[config.mk]
export PLATFORM = sky130hd
export DESIGN_NAME = hba_arbiter
export DESIGN_NICKNAME = d
export VERILOG_FILES = /design/src/rtl/hba_arbiter_pkg.sv /design/src/rtl/hba_arbiter_rr_pick.sv /design/src/rtl/hba_arbiter.sv
export SDC_FILE = /design/constraint.sdc
export NUM_CORES = 1
export LEC_CHECK = 0
export ABC_AREA = 1
export CAP_MARGIN = 25
export CORE_ASPECT_RATIO = 0.9
export CORE_MARGIN = 1.5
export CORE_UTILIZATION = 29
export CTS_CLUSTER_DIAMETER = 100
export DETAILED_ROUTE_END_ITERATION = 10
export GPL_ROUTABILITY_DRIVEN = 0
export PLACE_DENSITY = 0.61
export REMOVE_ABC_BUFFERS = 1
export SYNTH_ARGS = -nofsm -noshare
export SYNTH_HDL_FRONTEND = slang
export SYNTH_SLANG_ARGS = --single-unit
export TNS_END_PERCENT = 20
[constraint.sdc]
create_clock -name hba_clk -period 2.6 [get_ports hba_clk]
set_clock_uncertainty 0.2 [all_clocks]
set_input_delay 0.52 -clock hba_clk [delete_from_list [all_inputs] [get_ports hba_clk]]
set_output_delay 0.52 -clock hba_clk [all_outputs]
set_load 0.02 [all_outputs]
[src/rtl/hba_arbiter_pkg.sv]
// Shared definitions for the HBA bus arbiter slice.
//   - arbiter FSM state encodings (ARB_IDLE / ARB_GRANT / ARB_GAP)
//   - HBA bus width defaults used across the bus fabric
//   - helper sizing the per-grant transfer counter
package hba_arbiter_pkg;

   localparam logic [1:0] ARB_IDLE  = 2'd0;
   localparam logic [1:0] ARB_GRANT = 2'd1;
   localparam logic [1:0] ARB_GAP   = 2'd2;

   localparam int DBUS_WIDTH        = 8;
   localparam int PERIPH_ADDR_WIDTH = 4;
   localparam int REG_ADDR_WIDTH    = 8;

   // Counter width able to hold 0..max_xfers; an unlimited quota still
   // keeps a 1-bit counter so the datapath never collapses to zero width.
   function automatic int cnt_width(input int max_xfers);
      return (max_xfers > 0) ? $clog2(max_xfers + 1) : 1;
   endfunction

endpackage

[src/rtl/hba_arbiter_rr_pick.sv]
// Combinational round-robin picker.
// Ports:
//   req       in   NUM_MASTERS  request vector
//   last_idx  in   IDX_WIDTH    index of the previous winner
//   win_oh    out  NUM_MASTERS  one-hot winner (zero when no request)
//   win_idx   out  IDX_WIDTH    winner index (0 when no request)
//   any_req   out  1            at least one request present
// The request vector is duplicated so the search window (last_idx+1 ..
// last_idx+NUM_MASTERS) is contiguous; everything at or below last_idx is
// masked off and the lowest surviving bit wins.
module hba_arbiter_rr_pick
   import hba_arbiter_pkg::*;
#(
   parameter int NUM_MASTERS = 4,
   parameter int IDX_WIDTH   = 3
) (
   input  logic [NUM_MASTERS-1:0] req,
   input  logic [IDX_WIDTH-1:0]   last_idx,
   output logic [NUM_MASTERS-1:0] win_oh,
   output logic [IDX_WIDTH-1:0]   win_idx,
   output logic                   any_req
);

   logic [2*NUM_MASTERS-1:0] req_dbl;
   logic [2*NUM_MASTERS-1:0] mask;
   logic [2*NUM_MASTERS-1:0] masked;

   always_comb begin
      req_dbl = {req, req};
      mask    = '0;
      for (int i = 0; i < 2*NUM_MASTERS; i++) begin
         mask[i] = (i > int'(last_idx));
      end
      masked  = req_dbl & mask;
      win_idx = '0;
      // Descending scan: the last hit written is the lowest set bit.
      for (int i = 2*NUM_MASTERS-1; i >= 0; i--) begin
         if (masked[i]) begin
            win_idx = IDX_WIDTH'(i % NUM_MASTERS);
         end
      end
      any_req = |req;
      win_oh  = any_req ? (NUM_MASTERS'(1) << win_idx) : '0;
   end

endmodule

[src/rtl/hba_arbiter.sv]
// Round-robin multi-master arbiter for the HomeBrew Automation Bus.
// Grants one master at a time, limits each grant to MAX_XFERS transfers
// while others wait, and inserts one dead cycle between grants.
// Ports:
//   hba_clk         in   1            bus clock
//   hba_reset_n     in   1            async active-low reset
//   master_request  in   NUM_MASTERS  per-master request (level)
//   master_select   in   1            transfer in progress on the bus
//   hba_xferack     in   1            slave transfer-complete pulse
//   hba_mgrant      out  NUM_MASTERS  one-hot grant (registered)
//   arb_owner       out  IDX_WIDTH    current grant holder
//   arb_busy        out  1            a grant is active
//   arb_preempt     out  1            pulse when a grant is revoked by quota
//
// state     | meaning
// ----------+-----------------------------------------------------------
// ARB_IDLE  | no grant; arbitrate any request, grant next cycle
// ARB_GRANT | owner holds bus; count xferacks, release or preempt
// ARB_GAP   | one dead turnaround cycle; arbitrates exactly like IDLE
module hba_arbiter
   import hba_arbiter_pkg::*;
#(
   parameter int NUM_MASTERS = 4,
   parameter int MAX_XFERS   = 8,
   parameter int IDX_WIDTH   = 3
) (
   input  logic                   hba_clk,
   input  logic                   hba_reset_n,
   input  logic [NUM_MASTERS-1:0] master_request,
   input  logic                   master_select,
   input  logic                   hba_xferack,
   output logic [NUM_MASTERS-1:0] hba_mgrant,
   output logic [IDX_WIDTH-1:0]   arb_owner,
   output logic                   arb_busy,
   output logic                   arb_preempt
);

   localparam int             CNT_W   = cnt_width(MAX_XFERS);
   localparam logic [CNT_W-1:0] CNT_SAT = CNT_W'((MAX_XFERS > 0) ? MAX_XFERS : 1);

   if (NUM_MASTERS > 2**IDX_WIDTH) begin : g_param_check
      $error("hba_arbiter: NUM_MASTERS does not fit in IDX_WIDTH");
   end

   logic [1:0]             state,      state_n;
   logic [IDX_WIDTH-1:0]   last_owner, last_owner_n;
   logic [CNT_W-1:0]       xfer_cnt,   xfer_cnt_n;
   logic [NUM_MASTERS-1:0] grant_n;
   logic [IDX_WIDTH-1:0]   owner_n;
   logic                   busy_n;
   logic                   preempt_n;

   logic [NUM_MASTERS-1:0] pick_oh;
   logic [IDX_WIDTH-1:0]   pick_idx;
   logic                   pick_any;

   logic                   owner_req;
   logic                   others_req;
   logic [CNT_W-1:0]       cnt_inc;
   logic                   quota_hit;
   logic                   release_ok;
   logic                   revoke_quota;

   hba_arbiter_rr_pick #(
      .NUM_MASTERS (NUM_MASTERS),
      .IDX_WIDTH   (IDX_WIDTH)
   ) u_rr_pick (
      .req      (master_request),
      .last_idx (last_owner),
      .win_oh   (pick_oh),
      .win_idx  (pick_idx),
      .any_req  (pick_any)
   );

   // The one-hot grant doubles as the owner mask, so no index decode is needed.
   assign owner_req    = |(master_request & hba_mgrant);
   assign others_req   = |(master_request & ~hba_mgrant);
   assign cnt_inc      = (hba_xferack && (xfer_cnt != CNT_SAT)) ? xfer_cnt + CNT_W'(1) : xfer_cnt;
   assign quota_hit    = (MAX_XFERS != 0) && hba_xferack && (cnt_inc == CNT_SAT);
   assign release_ok   = !owner_req && !master_select;
   // Quota revocation is only ever evaluated on an xferack, which is the one
   // cycle a transfer may be cut even with select still high.
   assign revoke_quota = quota_hit && others_req;

   always_comb begin
      state_n      = state;
      last_owner_n = last_owner;
      xfer_cnt_n   = xfer_cnt;
      grant_n      = hba_mgrant;
      owner_n      = arb_owner;
      busy_n       = arb_busy;
      preempt_n    = 1'b0;
      case (state)
         ARB_GRANT: begin
            xfer_cnt_n = cnt_inc;
            if (revoke_quota || release_ok) begin
               grant_n      = '0;
               busy_n       = 1'b0;
               last_owner_n = arb_owner;
               preempt_n    = revoke_quota && !release_ok;
               state_n      = ARB_GAP;
            end
         end
         default: begin
            grant_n = '0;
            busy_n  = 1'b0;
            state_n = ARB_IDLE;
            if (pick_any) begin
               grant_n    = pick_oh;
               owner_n    = pick_idx;
               busy_n     = 1'b1;
               xfer_cnt_n = '0;
               state_n    = ARB_GRANT;
            end
         end
      endcase
   end

   always_ff @(posedge hba_clk or negedge hba_reset_n) begin
      if (!hba_reset_n) begin
         state       <= ARB_IDLE;
         last_owner  <= IDX_WIDTH'(NUM_MASTERS - 1);
         xfer_cnt    <= '0;
         hba_mgrant  <= '0;
         arb_owner   <= '0;
         arb_busy    <= 1'b0;
         arb_preempt <= 1'b0;
      end else begin
         state       <= state_n;
         last_owner  <= last_owner_n;
         xfer_cnt    <= xfer_cnt_n;
         hba_mgrant  <= grant_n;
         arb_owner   <= owner_n;
         arb_busy    <= busy_n;
         arb_preempt <= preempt_n;
      end
   end

endmodule

Yosys cells after proc, flatten, opt, wreduce, memory -nomap -nowiden
Cells that the tools add are included.
{"block": "totals", "regBits": 18, "latch_bits": 0, "ram_bits": 0, "rom_bits": 0, "in_bits": 8, "out_inout_bits": 9, "n_memories": 0}
{"block": "op_classes", "n_addsub": 1, "mul": 0, "n_div": 0, "magnitude_cmp": 7, "eq_ne": 4, "n_shift": 1, "mux": 22, "bitwise": 5, "reduce_logical": 15}
{"operator": "$mux W4", "n": 6}
{"operator": "$mux W2", "n": 10}
{"operator": "$gt A3 B3 Y1 const A", "n": 4}
{"operator": "$reduce_or A4 Y1", "n": 3}
{"operator": "$and A4 B4 Y4", "n": 2}
{"operator": "$and A8 B8 Y8", "n": 1}
{"operator": "$gt A2 B3 Y1 const A", "n": 2}
{"operator": "$mux W1", "n": 6}
{"operator": "$logic_and A1 B1 Y1", "n": 5}
{"operator": "$add A4 B1 Y4 const B", "n": 1}
{"operator": "$eq A4 B4 Y1 const B", "n": 1}
{"operator": "$ne A4 B4 Y1 const B", "n": 1}
{"operator": "$not A4 Y4", "n": 1}
{"operator": "$reduce_and A2 Y1", "n": 2}
{"operator": "$shl A1 B2 Y4 const A", "n": 1}
{"operator": "$gt A1 B3 Y1 const A", "n": 1}
{"operator": "$logic_not A1 Y1", "n": 3}
{"operator": "$eq A2 B1 Y1 const B", "n": 1}
{"operator": "$ne A2 B2 Y1 const B", "n": 1}
{"operator": "$reduce_bool A2 Y1", "n": 1}
{"operator": "$logic_or A1 B1 Y1", "n": 1}
{"operator": "$not A1 Y1", "n": 1}

Logic depth before layout (Yosys ltp)
{"block": "logic_depth", "word_depth": 13, "depth_mapped": 12, "ltp_nobuf": 12}

Modules after synthesis
Synthesis repeated with hierarchy kept, for this count alone.
{"block": "hier_totals", "cells_unflattened": 140, "hier_area_um2": 1039.7}
{"mod": "hba_arbiter", "n_inst": 1, "cells_per_inst": 101, "area_per_inst_um2": 872.1, "seq_area_each_um2": 427.9}
{"mod": "hba_arbiter_rr_pick", "n_inst": 1, "cells_per_inst": 39, "area_per_inst_um2": 167.7, "seq_area_each_um2": 0.0}

Worst setup path before layout
OpenSTA, ideal clock, no wires.
{"block": "synth_timing", "path_kind": "flip-flop to flip-flop", "startpoint": "register xfer_cnt[0]", "endpoint": "register last_owner[1]", "arrival_ns": 1.387, "slack_ns": 0.937, "stages_incl_launch_ff": 13, "path_buffers": 0, "cell_sequence": "dfrtp_1 -> inv_1 -> ha_1 -> nand3_4 -> nand2_4 -> nand2_1 -> nand2_2 -> nor2_2 -> nand3_2 -> nand2_4 -> nand2_4 -> nand2_1 -> nand2_1"}
{"block": "synth_between", "elab_chain_cells": 8, "elab_cells_between_ends": 9, "classes_between": "1 x add/sub; 2 x eq/ne; 1 x mux; 5 x reduce/logical"}
{"item": "start, declared", "line_no": "hba_arbiter.sv:47", "text": "logic [CNT_W-1:0] xfer_cnt, xfer_cnt_n;"}
{"item": "start signal, assigned", "line_no": "hba_arbiter.sv:131", "text": "xfer_cnt <= xfer_cnt_n;"}
{"item": "branches (longest 2 deep; another with $add A4 B1 Y4)"}
{"item": "$mux W4 (*)", "line_no": "hba_arbiter.sv:78", "text": "assign cnt_inc = (hba_xferack && (xfer_cnt != CNT_SAT)) ? xfer_cnt + CNT_W'(1) : xfer_cnt;"}
{"item": "$eq A4 B4 Y1 (*)", "line_no": "hba_arbiter.sv:79", "text": "assign quota_hit = (MAX_XFERS != 0) && hba_xferack && (cnt_inc == CNT_SAT);"}
{"item": "$logic_and A1 B1 Y1 (*)", "line_no": "hba_arbiter.sv:79"}
{"item": "$logic_and A1 B1 Y1 (*)", "line_no": "hba_arbiter.sv:83", "text": "assign revoke_quota = quota_hit && others_req;"}
{"item": "$logic_or A1 B1 Y1 (*)", "line_no": "hba_arbiter.sv:96", "text": "if (revoke_quota || release_ok) begin"}
{"item": "$reduce_and A2 Y1 (no line) (*)"}
{"item": "end signal, assigned", "line_no": "hba_arbiter.sv:122", "text": "last_owner <= IDX_WIDTH'(NUM_MASTERS - 1);"}
{"item": "end signal, assigned", "line_no": "hba_arbiter.sv:130", "text": "last_owner <= last_owner_n;"}
{"item": "end, declared", "line_no": "hba_arbiter.sv:46", "text": "logic [IDX_WIDTH-1:0] last_owner, last_owner_n;"}
Every way passes the cells marked *.
A chain may end at the register's enable or synchronous reset.

Worst setup path in the final report
{"block": "layout_timing", "startpoint": "register hba_mgrant[2]", "endpoint": "output port hba_mgrant[2]"}
{"item": "start, declared", "line_no": "hba_arbiter.sv:32", "text": "output logic [NUM_MASTERS-1:0] hba_mgrant,"}
{"item": "start signal, assigned", "line_no": "hba_arbiter.sv:132", "text": "hba_mgrant <= grant_n;"}
No word-level cell between the ends.

==> impl.org <==
** Status
- Result of the run :: finished clean

** STA
- Hold is met by 0.267 ns.
- The number of hold-slack violations in the final timing report came to 0.
- Count of pins over their slew limit :: 0
- Period Utilization, post-route :: 78.3%
- For this run, the top clock speed supported by timing is 491 MHz.
- After routing, the total negative slack on setup checks comes to 0 ns.
- For the pin with the worst max-slew slack, the measured transition is 0.666 ns.
- Endpoints failing setup :: 0
- Setup repair after global routing left no endpoint under its margin.
- The clock period could shrink to 2.04 ns.
- Measured against its own limit, the worst slew margin works out to 55.5%.

** Layout
- 0 antenna diodes ended up in the layout.
- In the final design database the tool counted 151 nets.
- Compared with the post-synthesis result, the final layout area differs by 24.3%.
- Share of final-layout standard cells stronger than drive strength 1 :: 12.9%
- The library cell used most frequently in the layout, excluding fill and tap cells, is nand2_1.
- The top cell types in the final layout, fill and taps aside, are 33 x nand2_1, 20 x inv_1, 15 x clkdlybuf4s50_1, 13 x o21ai_0, 13 x dfrtp_1.
- Non-Filler Cell Area, Final :: 1140 um^2
- Share of the core filled with cells :: 37.4%

** CTS
- No sink is reached through more buffers than the 2 on the longest clock path.
- Clock edge transition at the registers on the reported setup and hold paths :: 0.09 ns
- Clk root buf :: clkbuf_4
- TritonCTS built the clock tree.
- TritonCTS created 3 clock buffers.
- Once the clock tree was built, the resizer swapped 0 gates to a different size.
- Clock H-tree levels :: 1
- After clock tree synthesis, the setup repair step added 0 buffers.
- Clock latency reported for the late side of the worst-skew pair :: 0.28 ns
- Hold-fix buffers at CTS :: 0
- The clock net in this run drives a total of 15 sinks.

** Worst setup path
- Slowest CP cell :: clkdlybuf4s50_1
- Worst stage delay on the critical path :: 0.62 ns
- Start-to-end type of the worst setup path :: reg2out
- Startpoint class of the critical path :: flop
- Of all nets on the critical path, the largest fanout is 4.
- Sort of element at the end of the critical path :: output port
- Cell family with the largest share of critical-path delay :: buffers and inverters
- Required time worst endpoint :: 1.88 ns
- The signal on the critical path passes through clkdlybuf4s50_1.
- Arrival time at the worst endpoint :: 1.32 ns
- Bufs and invs on worst path :: 1

** Drt
- Number of remaining DRC errors :: 0
- Mean number of vias per cell :: 4.50
- In the final routed layout, each cell accounts on average for 10.5 um.
- First-pass detailed-route iteration total :: 4
- Once detail routing completed, the nets flagged for antenna violations numbered 0.
- Wires add up to 1.92 mm.
- Detailed Route Iter0 Violations :: 17
- Total number of vias :: 819

** Synthesis
- Post-synthesis sequential element count :: 15
- Warnings, synthesis :: 0
- Averaged over all synthesized cells, the footprint is 7.51 um^2.
- Number of distinct library cell variants in the gate-level netlist after synthesis :: 22
- Sequential elements use 41.3% of the synthesized area.
- Cell area after synthesis :: 916 um^2
- Counting every instance in the synthesized netlist gives 122.

** Floorplan
- Horizontal die dimension :: 62.2 um
- Overall die area :: 3500 um^2
- The core region is 3040 um^2.
- Overall die height :: 56.3 um
- Placement row count :: 19
- Top Ports :: 17
- Initial Util :: 30.1%

** Global route
- Global-route usage over all layers :: 12.4%
- Pin count of the biggest net entering global routing :: 16
- Summed over all layers, the global routing overflow is 0.
- Vias in the first global route :: 785
- The first global-routing pass estimated 3.42 mm of wire.
- The number of antenna violations at the first check in global routing is 0.

** Min path
- Worst min-delay path class :: reg2reg

** Run
- Max-cap violations in this run came to 0.

** Placement
- The placed instances occupy a cell area of 1110 um^2.
- Estimated wirelength of the detail-placed design :: 1.59 mm
- Port buffering added 15 buffers.

** Pwr
- Power spread over the standard cell area amounts to 1050 nW/um^2.
- In this run the static leakage power is 0.000550 uW.
- IR analysis of the VDD net gives a maximum drop of 662 uV.
[cell families (layout without fill, tap and decap cells)]
| family | after synthesis | after routing | share of synthesized area, % |
|---|---|---|---|
| AOI/OAI and AO/OA | 16 | 16 | 9.56 |
| adders and majority gates | 2 | 2 | 2.73 |
| and+or+nand+nor | 66 | 66 | 36.6 |
| DFF | 15 | 15 | 41.3 |
| other | 1 | 1 | 0.409 |
| buffers and inverters | 22 | 40 | 9.43 |
[sequential cells by signal, summed over array words and instances (netlist names)]
register,cells
arb_owner,2
state,2
arb_preempt,1
xfer_cnt,4
hba_mgrant,4
last_owner,2
[per-stage QoR]
| stage | power, uW | cells | worst slack, ns |
|---|---|---|---|
| floorplan | 855 | 121 | 0.937 |
| global placement | 1060 | 178 | 0.418 |
| detailed placement | 1070 | 178 | 0.375 |
| CTS | 1210 | 182 | 0.551 |
| global route | 1300 | 182 | 0.492 |
| finish | 1190 | 182 | 0.563 |
[where the power goes]
part           internal (uW)  switching, uW
sequential               335           86.9
clock                   57.1           76.5
combinational            251            387
[synth_stat cells]
cell type / count / area [um^2]
nand2_1: 33 / 124
nor2_8: 1 / 20.0
nor3_1: 2 / 10.0
a211oi_1: 1 / 7.51
nor2_2: 2 / 12.5
nand4_1: 1 / 6.26
ha_1: 2 / 25.0
a21oi_2: 1 / 8.76
nor2_1: 9 / 33.8
nand2_2: 2 / 12.5
nand2_4: 3 / 33.8
buf_4: 1 / 7.51
o22ai_1: 1 / 6.26
o21ai_0: 13 / 65.1
nand3_1: 11 / 55.1
inv_2: 1 / 3.75
dfstp_2: 2 / 52.6
nand3_2: 1 / 10.0
dfrtp_1: 13 / 325
nand3_4: 1 / 17.5
conb_1: 1 / 3.75
inv_1: 20 / 75.1
[final cells by class]
cell class	instances	area, um^2
fillers	344	1900
multi-input cells	85	452
flip-flops and latches	15	378
repair buffers	15	150
inverters	21	78.8
well taps	42	52.6
clock buffers	3	22.5
clock inverters	1	5.00
[per-layer routing]
metal	GRT usage [%]	share of wire, %	vias to the layer above	routed length [um]
met3	4.41	4.9	0	93
met1	15.4	47	377	896
met2	21.6	48	20	925
met4	0.952	0	0	0
li1	-	-	422	-
met5	0	0	-	0
[worst paths after layout]
path                                from       endpoint  slack, ns  cells after the start
max reg2reg                  xfer_cnt[0]  last_owner[1]       0.77                     11
min in group asynchronous    hba_reset_n       state[0]       0.43                      1
max in group asynchronous    hba_reset_n       state[1]       1.34                      1
min                        last_owner[0]  last_owner[0]       0.27                      2
min reg2reg                last_owner[0]  last_owner[0]       0.27                      2
max                        hba_mgrant[2]  hba_mgrant[2]       0.56                      1
Power figures use the tool's default switching activity.
